`src/rtl/pattern_driver_pkg.sv`:
```
// Shared types and LFSR helper for pattern_driver.
// Tap constant 16'hB400 serves both the stimulus LFSR and the MISR.
package pattern_driver_pkg;

    typedef enum logic [1:0] {
        S_IDLE,
        S_SETTLE,
        S_CAPTURE,
        S_DONE
    } pd_state_t;

    localparam logic [15:0] LFSR_TAPS = 16'hB400;

    function automatic logic [15:0] lfsr16_step(
        input logic [15:0] s
    );
        return {s[14:0], ^(s & LFSR_TAPS)};
    endfunction

endpackage

```
`src/rtl/pattern_driver_if.sv`:
```
// Response handshake bundle between pattern_driver and its consumer.
// The master side owns valid/data; the slave side owns ready.
interface pattern_driver_if #(
    parameter int OUT_W = 5
) ();

    logic             resp_valid;
    logic [OUT_W-1:0] resp_data;
    logic             resp_ready;

    modport master (
        output resp_valid,
        output resp_data,
        input  resp_ready
    );

    modport slave (
        input  resp_valid,
        input  resp_data,
        output resp_ready
    );

endinterface

```
`src/rtl/pd_lfsr16.sv`:
```
// 16-bit Fibonacci LFSR with synchronous load of SEED and step enable.
// A nonzero SEED keeps the register out of the all-zero lockup state.
module pd_lfsr16
    import pattern_driver_pkg::*;
#(
    parameter logic [15:0] SEED = 16'hACE1
) (
    input  logic        clk,
    input  logic        rst,
    input  logic        i_load,
    input  logic        i_step,
    output logic [15:0] o_state
);

    logic [15:0] r_state;

    always_ff @(posedge clk) begin
        if (rst) begin
            r_state <= SEED;
        end else if (i_load) begin
            r_state <= SEED;
        end else if (i_step) begin
            r_state <= lfsr16_step(r_state);
        end
    end

    assign o_state = r_state;

endmodule

```
`src/rtl/pattern_driver.sv`:
```
// LFSR stimulus driver / response capture stage for a combinational netlist.
// Define PATTERN_DRIVER_MISR_EN to build the 16-bit response signature MISR.
module pattern_driver
    import pattern_driver_pkg::*;
#(
    parameter int          IN_W   = 13,
    parameter int          OUT_W  = 5,
    parameter int          SETTLE = 4,
    parameter logic [15:0] SEED   = 16'hACE1
) (
    input  logic             clk,
    input  logic             rst,
    input  logic             start,
    input  logic [15:0]      num_patterns,
    output logic [IN_W-1:0]  vec_out,
    input  logic [OUT_W-1:0] resp_in,
    pattern_driver_if.master rsp,
    output logic             busy,
    output logic             done,
    output logic [15:0]      signature
);

    localparam int CW = (SETTLE > 1) ? $clog2(SETTLE) : 1;
    localparam logic [CW-1:0] CNT_INIT = CW'(SETTLE - 1);

    pd_state_t        r_state;
    logic [15:0]      r_remaining;
    logic [CW-1:0]    r_cnt;
    logic [IN_W-1:0]  r_vec;
    logic             r_resp_valid;
    logic [OUT_W-1:0] r_resp_data;
    logic             r_busy;
    logic             r_done;

    logic             w_load;
    logic             w_step;
    logic             w_capture;
    logic             w_last;
    logic [15:0]      w_lfsr_state;
    logic [15:0]      w_lfsr_next;

    assign w_load    = (r_state == S_IDLE) && start;
    assign w_capture = (r_state == S_SETTLE) && (r_cnt == '0);
    assign w_last    = (r_remaining == 16'd1);
    assign w_step    = (r_state == S_CAPTURE) && rsp.resp_ready && !w_last;

    pd_lfsr16 #(
        .SEED (SEED)
    ) u_lfsr (
        .clk     (clk),
        .rst     (rst),
        .i_load  (w_load),
        .i_step  (w_step),
        .o_state (w_lfsr_state)
    );

    assign w_lfsr_next = lfsr16_step(w_lfsr_state);

    always_ff @(posedge clk) begin
        if (rst) begin
            r_state      <= S_IDLE;
            r_remaining  <= '0;
            r_cnt        <= '0;
            r_vec        <= '0;
            r_resp_valid <= 1'b0;
            r_resp_data  <= '0;
            r_busy       <= 1'b0;
            r_done       <= 1'b0;
        end else begin
            r_done <= 1'b0;
            unique case (r_state)
                S_IDLE: begin
                    if (start) begin
                        r_remaining <= num_patterns;
                        r_busy      <= 1'b1;
                        if (num_patterns == 16'd0) begin
                            r_state <= S_DONE;
                            r_done  <= 1'b1;
                        end else begin
                            r_vec   <= IN_W'(SEED);
                            r_cnt   <= CNT_INIT;
                            r_state <= S_SETTLE;
                        end
                    end
                end
                S_SETTLE: begin
                    if (r_cnt == '0) begin
                        r_resp_data  <= resp_in;
                        r_resp_valid <= 1'b1;
                        r_state      <= S_CAPTURE;
                    end else begin
                        r_cnt <= r_cnt - 1'b1;
                    end
                end
                S_CAPTURE: begin
                    // valid is always high here, so ready alone completes the handshake
                    if (rsp.resp_ready) begin
                        r_resp_valid <= 1'b0;
                        r_remaining  <= r_remaining - 16'd1;
                        if (w_last) begin
                            r_state <= S_DONE;
                            r_done  <= 1'b1;
                        end else begin
                            r_vec   <= IN_W'(w_lfsr_next);
                            r_cnt   <= CNT_INIT;
                            r_state <= S_SETTLE;
                        end
                    end
                end
                S_DONE: begin
                    r_busy  <= 1'b0;
                    r_state <= S_IDLE;
                end
                default: begin
                    r_state <= S_IDLE;
                end
            endcase
        end
    end

`ifdef PATTERN_DRIVER_MISR_EN
    logic [15:0] r_sig;

    always_ff @(posedge clk) begin
        if (rst) begin
            r_sig <= '0;
        end else if (w_load && (num_patterns != 16'd0)) begin
            r_sig <= '0;
        end else if (w_capture) begin
            r_sig <= lfsr16_step(r_sig) ^ 16'(resp_in);
        end
    end

    assign signature = r_sig;
`else
    assign signature = '0;
`endif

    assign vec_out        = r_vec;
    assign rsp.resp_valid = r_resp_valid;
    assign rsp.resp_data  = r_resp_data;
    assign busy           = r_busy;
    assign done           = r_done;

endmodule
```
`src/flat_wrapper.sv`:
```
// flat-port wrapper written by rule: the top's interface ports become plain ports
module pattern_driver_flat import pattern_driver_pkg::*;
#(
    parameter int          IN_W   = 13,
    parameter int          OUT_W  = 5,
    parameter int          SETTLE = 4,
    parameter logic [15:0] SEED   = 16'hACE1
)
  (clk, rst, start, num_patterns, vec_out, resp_in, busy, done, signature, rsp_resp_valid, rsp_resp_data, rsp_resp_ready);
  pattern_driver_if #(.OUT_W(OUT_W)) rsp_i ();
  input  logic clk;
  input  logic rst;
  input  logic start;
  input  logic [15:0] num_patterns;
  output logic [IN_W-1:0] vec_out;
  input  logic [OUT_W-1:0] resp_in;
  output logic busy;
  output logic done;
  output logic [15:0] signature;
  output wire logic [$bits(rsp_i.resp_valid)-1:0] rsp_resp_valid;
  output wire logic [$bits(rsp_i.resp_data)-1:0] rsp_resp_data;
  input wire logic [$bits(rsp_i.resp_ready)-1:0] rsp_resp_ready;
  assign rsp_resp_valid = rsp_i.resp_valid;
  assign rsp_resp_data = rsp_i.resp_data;
  assign rsp_i.resp_ready = rsp_resp_ready;
  pattern_driver #(.IN_W(IN_W), .OUT_W(OUT_W), .SETTLE(SETTLE), .SEED(SEED)) u_core (.clk(clk), .rst(rst), .start(start), .num_patterns(num_patterns), .vec_out(vec_out), .resp_in(resp_in), .rsp(rsp_i), .busy(busy), .done(done), .signature(signature));
endmodule
```
`config.mk`:
```
export PLATFORM = sky130hd
export DESIGN_NAME = pattern_driver_flat
export DESIGN_NICKNAME = d
export VERILOG_FILES = /design/src/rtl/pattern_driver_pkg.sv /design/src/rtl/pattern_driver_if.sv /design/src/rtl/pd_lfsr16.sv /design/src/rtl/pattern_driver.sv /design/src/flat_wrapper.sv
export SDC_FILE = /design/constraint.sdc
export NUM_CORES = 1
export LEC_CHECK = 0
export BUFFER_PORTS_ARGS = -buffer_cell sky130_fd_sc_hd__buf_2
export CAP_MARGIN = 20
export CORE_MARGIN = 3
export CORE_UTILIZATION = 34
export DETAILED_ROUTE_END_ITERATION = 7
export SYNTH_ARGS = -nofsm -noshare
export SYNTH_HDL_FRONTEND = slang
export SYNTH_SLANG_ARGS = --single-unit
```
`constraint.sdc`:
```
create_clock -name clk -period 1.75 [get_ports clk]
set_input_delay 0.2625 -clock clk [delete_from_list [all_inputs] [get_ports clk]]
set_output_delay 0.2625 -clock clk [all_outputs]
set_load 0.1 [all_outputs]
```
* After elaboration in Yosys (flattened, before gate mapping)
Cells that the tools add are included. W data, S select, Z words.
Operators by class: muxes and demuxes 30, equality and inequality tests 10, reductions and logical operators 20, add/subtract/negate cells 2
Operator list (number):
- $mux W13 | 4
- $mux W16 | 2
- $pmux W16 S2 | 1
- $pmux W13 S2 | 1
- $mux W2 | 10
- $eq A16 B1 Y1 const B | 1
- $logic_not A16 Y1 | 1
- $reduce_xor A16 Y1 | 1
- $sub A16 B1 Y16 const B | 1
- $ne A2 B2 Y1 const B | 6
- $reduce_and A3 Y1 | 3
- $pmux W2 S4 | 1
- $mux W1 | 7
- $pmux W1 S2 | 3
- $pmux W2 S3 | 1
- $reduce_and A6 Y1 | 1
- $reduce_bool A2 Y1 | 3
- $reduce_and A5 Y1 | 1
- $eq A2 B2 Y1 const B | 2
- $logic_not A2 Y1 | 2
- $reduce_and A2 Y1 | 2
- $logic_and A1 B1 Y1 | 3
- $reduce_bool A3 Y1 | 1
- $eq A2 B1 Y1 const B | 1
- other kinds (3) | 3
Word-level totals: output and inout port bits 37, word-level logic and storage cells 71, register bits after elaboration 57

* Depth between registers and ports, before layout
Gate-level depths: netlist of run 1.
depth after elaboration 4, depth in mapped cells 8, mapped depth without buffers 7

* Cells and area by module
Synthesis of run 1 repeated with hierarchy kept, for this count alone.
Unflattened totals: cell total of the unflattened synthesis 323, area total of the unflattened synthesis 2845.2 um^2
Modules (own cells, without submodules):
- pattern_driver | seq. area each 820.8 um^2, cells each 267, area an instance 2214.6 um^2, instances 1
- pd_lfsr16 | seq. area each 320.3 um^2, cells each 56, area an instance 630.6 um^2, instances 1

* Least setup slack after synthesis of run 1
Ideal clock, no wire load.
path kind register -> register, start register u_core.r_remaining[0], end register u_core.r_cnt[1], slack 0.042 ns, data arrival time 1.589 ns, stages on the path, launching flop included 7, buffers on the path 0, cells stage by stage dfxtp_1 ha_1 nor4b_1 nand4_1 nor2_2 nor3_1 o221a_2
On the way: cells in the longest elaborated chain, start to end 3
Ends and longest elaborated chain:
- start: declaration | RTL line pattern_driver.sv:27 | logic [15:0] r_remaining;
- start signal: assignment | RTL line pattern_driver.sv:74 | r_remaining <= num_patterns;
- start signal: assignment | RTL line pattern_driver.sv:99 | r_remaining <= r_remaining - 16'd1;
- $eq A16 B1 Y1 | RTL line pattern_driver.sv:44 | assign w_last = (r_remaining == 16'd1);
- $ne A2 B2 Y1 (no source line)
- $reduce_and A6 Y1 (no source line)
- end signal: assignment | RTL line pattern_driver.sv:92 | r_cnt <= r_cnt - 1'b1;
- end: declaration | RTL line pattern_driver.sv:28 | logic [CW-1:0] r_cnt;
Every way passes these cells. A chain may end at the register's enable or synchronous reset.

* Worst setup path in the final report of run 1
start register u_core.r_remaining[0], end register u_core.r_remaining[12]
On the way: cells in the longest elaborated chain, start to end 3
Ends and longest elaborated chain:
- $sub A16 B1 Y16 | RTL line pattern_driver.sv:99
- $mux W16 | RTL line pattern_driver.sv:97 | if (rsp.resp_ready) begin
- $pmux W16 S2 | RTL line pattern_driver.sv:71 | unique case (r_state)
Every way passes these cells. The select of a mux whose other input is x is not followed.

==> reports/metrics.cfg, run 1 <==
[setup_path]
worst_setup_path_end_kind=flop
slowest_delay_ns=0.42
reg2regPathDepth=8
cp_num_cells=8
critPathTopFamily=simple AND/OR/NAND/NOR gates
crit_type=flop to flop
cp.required_ns=1.98
worstReg2RegStart=u_core.r_remaining[0]$_SDFFE_PP0P_
cp.arrival_ns=1.94
critPathLaunch=u_core.r_remaining[0]$_SDFFE_PP0P_
crit_chain=buf_4, inv_4, ha_4, or3b_4, o41ai_2, o31ai_1, a21oi_1, nor2_1
crit_buf_inv=2
r2r-end=u_core.r_remaining[12]$_SDFFE_PP0P_
worstSetupStartpointType=flop
rrSetupSlack_ns=0.04
crit_end=u_core.r_remaining[12]$_SDFFE_PP0P_
critPathMaxFanout=5
worst_path_max_delay_cell=or3b_4

[cells_and_area]
fin_util_pct=47.0
drive_above_1_share_pct=30.5
design.final.nets=446
design_area_sq_mm=0.00369
area_growth_syn_to_layout_pct=31.8
n_antenna_cell=0

[floorplanning]
die_h_um=96.8
die_x_um=96.8
dieArea_sq_mm=0.00936
coreArea_sq_mm=0.00785
start_util_pct=35.7
io_pins=62
rows=32

[cts]
cts_buffer_depth=2
cts_made_buffers=9
numClockSinks=57
root_buffer=clkbuf_8
clk_pin_slew_worst_paths_ns=0.07
cts_max_level=3
cts_tree=yes
clock_latency_ns=0.34

[synth]
synth_area_sq_mm=0.00280
seq_area_frac_synth_pct=40.8
synth_top_area_share_pct=40.8
synthCells=346
synth.area.top_cells=dfxtp_1, a21oi_1, nand2_1, nor2_1, o21ai_0
synthFlopType=dfxtp_1
synth-seq-cells=57
yosys.area.top_type=dfxtp_1
synth_edf_count=0
async_reset_ff_share_pct=0
synth_most_common_cell=dfxtp_1
yosys_warnings=0
synth_common_cells=dfxtp_1, nand2_1, nor2_1, a21oi_1, o21ai_0
synth_cell_types=54
synth.avg_cell_area_sq_um=8.09

[placement]
post-place-ws_ns=-0.399
dp_hpwl_um=5450
port_buffers=45
dpl-instance-area_sq_mm=0.00324
place_congestion=0.840

[grt]
antenna_found_initial=0
grt_first_pass_wirelength_um=12300
overflow=0
grt_use_total_pct=16.0
grt_pass1_vias=2511
grt_max_degree=31

[min_path]
min_path_type=primary input to flop
holdCritStartpoint=resp_in[1]

[timing]
setup_viol=0
clock.fmax_mhz=584
finalHoldViolations=0
holdWs_ns=0.159
post-route-min-period_ns=1.71
finalCritPeriodShare_pct=97.9
rsz0062_at_grt=true
skew_ns=0.00868
fin_tns_setup_ns=0
finalMaxSlewViolations=0
finalWorstSetupSlack_ns=0.0374

[drt]
ant_nets=0
vias_per_cell=5.30
vias=2781
wl_um=7960
wl_per_cell_um=15.2
drtIter0Drc=223
dr.pass1.iters=5
route.detailed.drc=0

[pwr]
vdd_drop_max_uv=581
cellPowerDensity_mw_per_mm2=1070
leakagePower_uw=0.00157

[outcome]
status=completed

[run]
cap_violations=0

## registers in the layout, summed over array words and instances, names as in the netlist
name and count:
u_core.busy 1, u_core.done 1, u_core.r_cnt 2, u_core.r_remaining 16
u_core.r_state 2, u_core.rsp.resp_data 5, u_core.rsp.resp_valid 1, u_core.u_lfsr.o_state 16
u_core.vec_out 13
## cells in the final DEF, fill, tap and decap left out, types with 3 or more instances in the layout
cell type and n:
o21ai_0 24, clkbuf_8 11, nor2_1 33, nand2b_1 4
inv_1 6, nor2b_1 4, buf_6 3, nand3_1 3
mux2i_1 7, buf_4 29, nor4_1 5, nor3_1 13
a31oi_1 6, a21oi_1 31, dfxtp_1 55, conb_1 16
and2_1 3, nand2_1 35, a211oi_1 6, buf_12 3
buf_2 46, nand3_2 3, nand3b_1 3, o31ai_1 9
a22oi_1 5
## through the flow
stage | power [uW] | cells
2_1_floorplan | 2190 | 361
3_3_place_gp | 2400 | 502
3_5_place_dp | 2410 | 502
4_1_cts | 3850 | 519
5_1_grt | 4080 | 525
6_report | 3930 | 525
## how the worst min path moves through the flow
stage	endpoint	slack, ns	depth (start not counted)
floorplan	u_core.rsp.resp_data[0]$_SDFFE_PP0N_	0.41	2
global placement	u_core.u_lfsr.o_state[14]$_SDFFE_PP0P_	0.45	2
detailed placement	u_core.u_lfsr.o_state[3]$_SDFFE_PP0P_	0.45	2
CTS	u_core.rsp.resp_data[4]$_SDFFE_PP0N_	0.15	3
global route	u_core.rsp.resp_data[4]$_SDFFE_PP0N_	0.17	3
finish	u_core.rsp.resp_data[1]$_SDFFE_PP0N_	0.16	3
## worst min-delay path, stage by stage
cell,delay (ns)
buf_2,0.08
mux2i_1,0.05
nor2_1,0.07
## timing repair
| item | in CTS | in global routing |
|---|---|---|
| pin swaps | 1 | 6 |
| setup buffers | 1 | 5 |
| gates resized for setup | 8 | 30 |
| setup endpoints to repair | 35 | 41 |
| hold buffers | 0 | 0 |
| cloned | 0 | 1 |
## cell type report
class                   count  area, sq um
clock buffers              11          151
clock inverters             5         77.6
fillers                   802         4160
inverters                   7         28.8
multi-input cells         262         1620
flip-flops and latches     57         1140
well taps                 102          128
repair buffers             81          542
## routing by layer
layer | global-route usage (%) | up-vias | wire, um
li1 | - | 1352 | -
met1 | 20.9 | 1322 | 3760
met2 | 25.4 | 95 | 3680
met3 | 2.60 | 12 | 362
met4 | 8.21 | 0 | 158
met5 | 0 | - | 0
## kinds of logic after synthesis
group                      count (synthesis)  share of synthesized area, %
AOI/OAI and AO/OA                         98                          21.4
and+or+nand+nor                          135                          24.5
muxes                                      7                          2.50
adders and majority gates                  3                          1.34
DFF                                       57                          40.8
xor gates and xnor gates                   3                         0.939
other                                      1                         0.134
buffers and inverters                     42                          8.40
## report_power, final
part	total, uW	switching [uW]	internal, uW
Sequential	1430	58.7	1370
Clock	1420	544	874
Combinational	1080	740	344
Total	3930	1340	2590
Note: power is estimated with default switching activity, not from simulation.
==> run 2: changes to the inputs <==
--- a/config.mk
+++ b/config.mk
@@ -7,9 +7,12 @@
 export LEC_CHECK = 0
 export BUFFER_PORTS_ARGS = -buffer_cell sky130_fd_sc_hd__buf_2
 export CAP_MARGIN = 20
+export CELL_PAD_IN_SITES_DETAIL_PLACEMENT = 1
+export CELL_PAD_IN_SITES_GLOBAL_PLACEMENT = 2
 export CORE_MARGIN = 3
-export CORE_UTILIZATION = 34
+export CORE_UTILIZATION = 28
 export DETAILED_ROUTE_END_ITERATION = 7
+export PLACE_DENSITY_LB_ADDON = 0.1
 export SYNTH_ARGS = -nofsm -noshare
 export SYNTH_HDL_FRONTEND = slang
 export SYNTH_SLANG_ARGS = --single-unit
==> run 2 against run 1 <==
Clock power up 5%. Global-route usage grew 0.80 points. Via count down 0.54%. Clock skew is 0.0017 ns lower. Fmax fell by 1.2%. Combinational power rose by 6%.
==> reports/metrics.cfg, run 2 (same netlist as run 1, synthesis figures left out) <==
[cells_and_area]
area_growth_syn_to_layout_pct=36.1
drive_above_1_share_pct=32.1  ; +1.6 points
fin_util_pct=40.3  ; -6.7 points
layout_common_cells=dfxtp_1, buf_2, nand2_1, buf_4, nor2_1
design.final.nets=453  ; +1.6%
design_area_sq_mm=0.00381  ; +3.3%
layout_commonest_cell=dfxtp_1
n_antenna_cell=0  ; unchanged

[floorplanning]
rows=35  ; +9.4%
io_pins=62  ; unchanged
start_util_pct=29.6  ; -6.1 points
dieArea_sq_mm=0.0112  ; +20%
coreArea_sq_mm=0.00946  ; +21%
die_x_um=106  ; +9.6%
die_h_um=106  ; +9.6%

[setup_path]
worst_path_max_delay_cell=or3b_4
cp.arrival_ns=1.96  ; +0.02 ns
cp.required_ns=1.98  ; about the same
crit_type=flop to flop
worstSetupStartpointType=flop
crit_path_frequent_cell=buf_6
reg2regPathDepth=9  ; +1
critPathMaxFanout=5  ; unchanged
slowest_delay_ns=0.41  ; about the same
worst_setup_path_end_kind=flop
crit_chain=buf_6, inv_4, ha_4, or3b_4, buf_6, nor3_2, o21ai_1, a22oi_1, nor2_1

[min_path]
min_path_type=primary input to flop
worstHoldPathCells=3  ; unchanged

[outcome]
status=completed

[cts]
cts_made_buffers=9  ; unchanged
numClockSinks=57  ; unchanged
cts-hold-fix-buffers=0  ; unchanged
cts_tree=yes
clock_latency_ns=0.34  ; about the same
cts_buffer_depth=2  ; unchanged
cts_max_level=3  ; unchanged
root_buffer=clkbuf_8
clk_pin_slew_worst_paths_ns=0.07  ; about the same

[placement]
dp_hpwl_um=6660  ; +22%
dpl-instance-area_sq_mm=0.00333  ; +2.7%
place_congestion=0.763  ; -9.2%
port_buffers=45  ; unchanged

[timing]
clock.fmax_mhz=577  ; -1.2%
finalHoldViolations=0  ; unchanged
setup_viol=0  ; unchanged
worst_pin_slew_ns=0.510
fin_tns_setup_ns=0  ; unchanged
relSlewSlack_pct=65.9
rsz0062_at_grt=true
skew_ns=0.00702  ; -0.00166 ns
finalCritPeriodShare_pct=99.0  ; +1.1 points
finalMaxSlewViolations=0  ; unchanged
holdWs_ns=0.154  ; -0.00479 ns
post-route-min-period_ns=1.73  ; +0.0200 ns

[pwr]
vdd_drop_max_uv=485  ; -17%
p_switching_uw=1370  ; +2.0%
p_int_uw=2690  ; +4.0%
pwr-share-clk_pct=36.7  ; +0.6 points
cellPowerDensity_mw_per_mm2=1070  ; about the same
comb_power_share_pct=28.1  ; +0.5 points
seqPwrFrac_pct=35.1  ; -1.3 points
leakagePower_uw=0.00160  ; +2.2%
p_sw_share_pct=33.7  ; -0.44 points

[grt]
grt_use_total_pct=16.8  ; +0.80 points
grt_first_pass_wirelength_um=14900  ; +21%
antenna_found_initial=0  ; unchanged
grt_max_degree=31  ; unchanged
grt_pass1_vias=2803  ; +12%
overflow=0  ; unchanged

[drt]
dr.pass1.iters=4  ; -1
drtIter0Drc=60  ; -73%
vias=2766  ; -0.54%
ant_nets=0  ; unchanged
vias_per_cell=4.95  ; -6.6%
route.detailed.drc=0  ; unchanged
wl_um=9200  ; +16%
wl_per_cell_um=16.5  ; +8.6%

[run]
cap_violations=0  ; unchanged

==> run 2: critical path: cells and delay by family, from the launching register on <==
kind | cells | cell delay, ns
simple gates | 3 | 0.58
compound gates | 2 | 0.25
buf+inv | 3 | 0.32
flops | 1 | 0.33
fa+ha+maj | 1 | 0.13
==> run 2: path summary, 6_finish.rpt <==
path | startpoint | end | slack (ns)
max | u_core.r_remaining[0]$_SDFFE_PP0P_ | u_core.r_remaining[10]$_SDFFE_PP0P_ | 0.02
min | resp_in[3] | u_core.rsp.resp_data[3]$_SDFFE_PP0N_ | 0.15
max reg2reg | u_core.r_remaining[0]$_SDFFE_PP0P_ | u_core.r_remaining[10]$_SDFFE_PP0P_ | 0.02
min reg2reg | u_core.u_lfsr.o_state[14]$_SDFFE_PP0P_ | u_core.u_lfsr.o_state[14]$_SDFFE_PP0P_ | 0.47
==> run 2: stage by stage <==
stage | total power [uW] | setup WS [ns] | cells
after floorplan | 2190 | 0.0424 | 361
after global placement | 2460 | -0.406 | 536
after detailed placement | 2460 | -0.502 | 536
after CTS | 4030 | -0.0696 | 556
after global routing | 4280 | -0.0700 | 559
final | 4060 | 0.0175 | 559
==> run 2: repair_timing <==
item	4_1_cts	5_1_grt
resized for setup	14	33
setup buffers	4	3
endpoints found under the setup margin	39	38
pin swaps	5	6
==> run 2: power groups by stage <==
stage | combinational (uW) | clock, uW | sequential [uW]
floorplan | 539 | 0 | 1650
global placement | 1010 | 0 | 1450
detailed placement | 1010 | 0 | 1450
CTS | 1050 | 1550 | 1420
global route | 1230 | 1610 | 1440
finish | 1140 | 1490 | 1430
==> run 2: area by class of cell <==
class | count | area (sq um)
flip-flops and latches | 57 | 1140
multi-input cells | 262 | 1640
clock inverters | 5 | 104
well taps | 129 | 161
repair buffers | 88 | 601
clock buffers | 11 | 131
inverters | 7 | 28.8
fillers | 1149 | 5650
==> run 2: layer usage <==
layer / routed length [um] / global-route usage (%) / up-vias / share of wire, %
met5: 0 / 0 / - / 0
met4: 57 / 3.33 / 0 / 0.62
met3: 347 / 4.07 / 5 / 3.8
met2: 4250 / 26.7 / 50 / 46
met1: 4540 / 23.3 / 1345 / 49
li1: - / - / 1366 / -
